[config.mk]
export PLATFORM = sky130hd
export DESIGN_NAME = multdiv_sequencer
export DESIGN_NICKNAME = d
export VERILOG_FILES = /design/src/rtl/multdiv_sequencer_pkg.sv /design/src/rtl/multdiv_sequencer.sv
export SDC_FILE = /design/constraint.sdc
export NUM_CORES = 1
export LEC_CHECK = 0
export CAP_MARGIN = 10
export CORE_MARGIN = 2
export CORE_UTILIZATION = 41
export DETAILED_ROUTE_END_ITERATION = 6
export PLACE_DENSITY_LB_ADDON = 0.12
export SLEW_MARGIN = 20
export SYNTH_ARGS = -nofsm -noshare
export SYNTH_HDL_FRONTEND = slang
export SYNTH_SLANG_ARGS = --single-unit
[constraint.sdc]
create_clock -name clock -period 2.2 [get_ports clock]
set_input_delay 0.22 -clock clock [delete_from_list [all_inputs] [get_ports clock]]
set_output_delay 0.22 -clock clock [all_outputs]
set_load 0.005 [all_outputs]
[src/rtl/multdiv_sequencer_pkg.sv]
// multdiv_sequencer_pkg: shared constants for the mult/div sequencer and the decoder.
package multdiv_sequencer_pkg;
  typedef enum logic [1:0] {
    S_IDLE  = 2'd0,
    S_ISSUE = 2'd1,
    S_WAIT  = 2'd2,
    S_WRITE = 2'd3
  } md_state_t;
  localparam logic [4:0] REG_RSTATUS       = 5'd30;
  localparam int         RSTATUS_MULT_DEF  = 4;
  localparam int         RSTATUS_DIV_DEF   = 5;
  localparam logic [4:0] OPC_RTYPE         = 5'b00000;
  localparam logic [4:0] ALU_MULT          = 5'b00110;
  localparam logic [4:0] ALU_DIV           = 5'b00111;
endpackage

[src/rtl/multdiv_sequencer.sv]
// multdiv_sequencer: issues a mult/div to the iterative unit, stalls the front end
// until it finishes or times out, then writes rd (or r30 status on exception).
module multdiv_sequencer
  import multdiv_sequencer_pkg::*;
#(
  parameter int MAX_CYCLES   = 40,
  parameter int CNT_W        = 6,
  parameter int RSTATUS_MULT = RSTATUS_MULT_DEF,
  parameter int RSTATUS_DIV  = RSTATUS_DIV_DEF
) (
  input  logic        clock,
  input  logic        reset,
  input  logic        x_valid,
  input  logic        x_mult,
  input  logic        x_div,
  input  logic [4:0]  x_rd,
  input  logic [31:0] x_opA,
  input  logic [31:0] x_opB,
  input  logic        x_flush,
  output logic        md_ctrl_mult,
  output logic        md_ctrl_div,
  output logic [31:0] md_opA,
  output logic [31:0] md_opB,
  input  logic [31:0] md_result,
  input  logic        md_exception,
  input  logic        md_ready,
  output logic        stall_fd,
  output logic        bubble_dx,
  output logic        wb_valid,
  output logic [4:0]  wb_rd,
  output logic [31:0] wb_data,
  input  logic        wb_ack,
  output logic        busy
);
  md_state_t   state_q, state_d;
  logic [CNT_W-1:0] cnt_q, cnt_d;
  logic [31:0] opa_q, opa_d, opb_q, opb_d, res_q, res_d;
  logic [4:0]  rd_q, rd_d;
  logic        div_q, div_d, exc_q, exc_d;
  logic        start;

  always_comb begin
    state_d = state_q;
    cnt_d   = cnt_q;
    opa_d   = opa_q;
    opb_d   = opb_q;
    res_d   = res_q;
    rd_d    = rd_q;
    div_d   = div_q;
    exc_d   = exc_q;
    // reset gating keeps start (and the stall it drives) low while reset is held
    start   = reset & (state_q == S_IDLE) & x_valid & (x_mult | x_div) & ~x_flush;
    case (state_q)
      S_IDLE: if (start) begin
        state_d = S_ISSUE;
        opa_d   = x_opA;
        opb_d   = x_opB;
        rd_d    = x_rd;
        div_d   = ~x_mult;
        cnt_d   = '0;
      end
      S_ISSUE: state_d = S_WAIT;
      S_WAIT: begin
        cnt_d = cnt_q + 1'b1;
        if (md_ready) begin
          res_d   = md_result;
          exc_d   = md_exception;
          state_d = S_WRITE;
        end else if (cnt_q == CNT_W'(MAX_CYCLES - 1)) begin
          exc_d   = 1'b1;
          state_d = S_WRITE;
        end
      end
      default: if (wb_ack) state_d = S_IDLE;
    endcase
  end

  always_ff @(posedge clock or negedge reset) begin
    if (!reset) begin
      state_q <= S_IDLE;
      cnt_q   <= '0;
      opa_q   <= '0;
      opb_q   <= '0;
      res_q   <= '0;
      rd_q    <= '0;
      div_q   <= 1'b0;
      exc_q   <= 1'b0;
    end else begin
      state_q <= state_d;
      cnt_q   <= cnt_d;
      opa_q   <= opa_d;
      opb_q   <= opb_d;
      res_q   <= res_d;
      rd_q    <= rd_d;
      div_q   <= div_d;
      exc_q   <= exc_d;
    end
  end

  assign busy         = state_q != S_IDLE;
  assign stall_fd     = start | busy;
  assign bubble_dx    = start | busy;
  assign md_ctrl_mult = (state_q == S_ISSUE) & ~div_q;
  assign md_ctrl_div  = (state_q == S_ISSUE) & div_q;
  assign md_opA       = opa_q;
  assign md_opB       = opb_q;
  assign wb_valid     = state_q == S_WRITE;
  assign wb_rd        = !wb_valid ? 5'd0 : exc_q ? REG_RSTATUS : rd_q;
  assign wb_data      = !wb_valid ? 32'd0 : !exc_q ? res_q :
                        div_q ? 32'(RSTATUS_DIV) : 32'(RSTATUS_MULT);
endmodule

==> summary.txt <==
Critical path
  • CP Launch Type: flop
  • Max stage delay on crit path: approximately 500 ps
  • CP max FO: 11
  • Slowest-stage cell, CP: clkdlybuf4s50_1
  • Worst path cell trace: ha_2 > nor2b_4 > buf_4 > and2_1 > clkdlybuf4s50_1
  • Cell family with most CP delay: buffers and inverters
  • Critical Path RT: 1980 ps
  • Critical path class: reg -> out
  • CP Capture Type: output port
  • WP data arrival: 1950 ps
  • Worst path bufs/invs: 2

Global routing
  • Initial antenna violation count: 0
  • Largest net degree at the start of global routing: 72
  • Total track usage: 18.7%
  • First-pass GRT wire length: between 15,000 and 20,000 um
  • Vias in the first global route: roughly 3,600
  • Grt total ovfl: 0

Logic synthesis
  • Synthesized Nets: 439
  • Synth warn: 0
  • Register area share after synthesis: 59.8%
  • Asr flop ratio synth: 100%
  • #FFs+latches synth: ~110
  • Syn_area_per_cell: 14.3 sq um
  • Number of synthesized flops with an enable pin: 0
  • Syn Inst Count: roughly 320
  • Syn Std Cell Area: 4640 sq um
  • Post-synthesis cell type count: 33
  • Synth Flop Type: dfrtp_1

Floorplan
  • IO Pins: 217
  • Core ar.: 10,900 sq um
  • Initial core utilization: between 40% and 50%
  • Die height: 110 um
  • FP Rows: 38
  • Die area: 12,200 sq um
  • Die width: 110 um

Placed design
  • Post-DP Area: between 6000 and 7000 sq um
  • Post-detail-place hpwl: 8340 um
  • Port buffer count: about 220
  • GP Congestion: 0.759

CTS
  • Total CTS buffers: 9
  • CTS Buffer Depth: 2
  • Root Buffer: clkbuf_16
  • Clk_lat worst skew: 340 ps
  • CTS H-tree depth: 3
  • CTS tree: built
  • CTS Hold Bufs: 0
  • Worst-path clk slew: ~70 ps
  • Clk sinks: 111

Routing
  • Drt initial violations: between 90 and 100
  • Post-route ant nets: 0
  • Vias per cell: roughly 5
  • First-pass DRT Iterations: 4
  • Routed WL: 11,400 um
  • DR vias: 3,388
  • # DRC: 0
  • Routed length per instance: 16.4 um

Timing
  • Final setup fails: 0
  • RSZ-0062 raised after global routing: true
  • Clock Skew: roughly 5.8 ps
  • Worst-margin pin slew: a little under 900 ps
  • Worst slew margin: 41.7%
  • Final hold vios: 0
  • Max-slew violation count: 0
  • Final setup TNS: 0 ps
  • Fraction of the cycle the final worst path needs: 98.6%
  • Fmax: 461 MHz
  • Final min period: 2170 ps

Layout
  • Layout cells sized above 1: about a fifth
  • Layout overhead on the synthesized area: 58.6%
  • Fill count: between 800 and 900
  • Antenna fix cells: 0
  • Final Cell Area: between 7000 and 8000 sq um
  • Nets: between 600 and 700

Run status
  • Status: complete, no violations

Pwr
  • Leakage: 0.00333 uW
  • Max rail drop VDD: 635 uV
  • Power density cells: around 1200 nW/um^2

Worst hold path
  • Hold Path Class: in -> async

Flow run
  • Max Cap Viol: 0
-- Yosys cell counts, types with 3 or more instances --
| cell type | n | share of area, % |
|---|---|---|
| a21oi_1 | 4 | 0.43 |
| buf_1 | 3 | 0.24 |
| clkbuf_1 | 5 | 0.40 |
| dfrtp_1 | 111 | 60 |
| ha_1 | 5 | 1.3 |
| and2_1 | 33 | 4.4 |
| and3_1 | 3 | 0.40 |
| mux2i_1 | 3 | 0.65 |
| o21a_1 | 5 | 0.81 |
| buf_2 | 7 | 0.75 |
| nor2b_1 | 5 | 0.67 |
| mux2_2 | 84 | 20 |
| nand2_1 | 5 | 0.40 |
| mux2_1 | 19 | 4.6 |
| nor2_1 | 8 | 0.65 |
-- state kept, by name (all words and copies together), names as in the netlist --
name and flops:
md_opA 32, md_opB 32, div_q 1, exc_q 1, cnt_q 6, rd_q 5
res_q 32, state_q 2
-- logic make-up after synthesis --
family,Yosys count,synth area share (%)
mux,106,25.6
flops,111,59.8
fa+ha+maj,5,1.35
buf+inv,19,1.81
compound gates,20,3.15
simple gates,63,8.22
-- layout by cell type, fill, tap and decap left out, types with 2 or more instances in the layout --
| cell | n |
|---|---|
| clkdlybuf4s50_1 | 201 |
| dfrtp_1 | 111 |
| mux2_2 | 84 |
| and2_1 | 33 |
| mux2_1 | 19 |
| dlymetal6s2s_1 | 14 |
| buf_4 | 12 |
| clkbuf_16 | 9 |
| nor2_1 | 8 |
| o21a_1 | 5 |
| nand2_1 | 5 |
| nor2b_1 | 4 |
| a21oi_1 | 4 |
| ha_1 | 4 |
| mux2i_1 | 3 |
| and3_1 | 3 |
| inv_1 | 2 |
| nand4b_1 | 2 |
| o21ai_0 | 2 |
| nand3_1 | 2 |
| a221o_1 | 2 |
| nor3_1 | 2 |
| clkinv_2 | 2 |
-- stage by stage --
stage | setup WS, ps | total power [uW] | hold slack, ps | instances | util, %
final | 29.9 | 8920 | 89.2 | 693 | 67.3
after CTS | 2.83 | 9050 | 120 | 693 | 67.0
after floorplan | 250 | 5080 | -75.6 | 324 | -
after detailed placement | 187 | 7330 | 474 | 675 | 64.0
after global routing | -63.5 | 9470 | 180 | 693 | 67.3
after global placement | 196 | 7230 | 468 | 675 | 64.0
-- area by class of cell --
type | instances | area, sq um | area share, %
clock buffer | 11 | 243 | 3.30
clock inverter | 5 | 56.3 | 0.765
inverter | 3 | 11.3 | 0.153
multi-input combinational | 194 | 1790 | 24.3
sequential | 111 | 2780 | 37.7
tap | 140 | 175 | 2.38
timing repair buffer | 229 | 2310 | 31.4
-- power breakdown --
part / internal [uW] / switching [uW] / leakage [uW]
logic: 2520 / 1200 / 0.00183
clock network: 915 / 718 / 0.000146
registers: 3040 / 529 / 0.00135
-- worst register-to-register path: cells and delay by family, from the launching register on --
| family | cells | cell delay, ps |
|---|---|---|
| and+or+nand+nor | 1 | 410 |
| muxes | 1 | 420 |
| buffers and inverters | 3 | 480 |
| DFF | 1 | 410 |
| adders and majority gates | 1 | 190 |
-- what timing repair did --
item	in CTS	in global routing
resized for setup	4	15
pin swaps	0	0
buffers inserted	1	0
endpoints found under the setup margin	31	33
gates cloned	1	0
-- path summary, 6_finish.rpt --
check / from / endpoint / slack [ps] / cells past startpoint
worst max-delay path: state_q[0]$_DFFE_PN0P_ / wb_data[27] / 30 / 5
worst min-delay path: reset / res_q[27]$_DFFE_PN0P_ / 90 / 2
worst max register to register: state_q[0]$_DFFE_PN0P_ / md_opA[28]$_DFFE_PN0P_ / 170 / 6
worst min register to register: md_opA[5]$_DFFE_PN0P_ / md_opA[5]$_DFFE_PN0P_ / 480 / 1
max in group asynchronous: reset / md_opA[29]$_DFFE_PN0P_ / 1050 / 3
min in group clock: reset / div_q$_DFFE_PN0P_ / 430 / 5
-- routing by layer --
metal	share of wire, %	vias to the layer above	track usage (%)
li1	-	1581	-
met4	1.7	0	6.92
met1	40	1650	21.2
met5	0	-	0
met3	9.5	13	7.79
met2	48	144	31.5
Power figures use the tool's default switching activity.
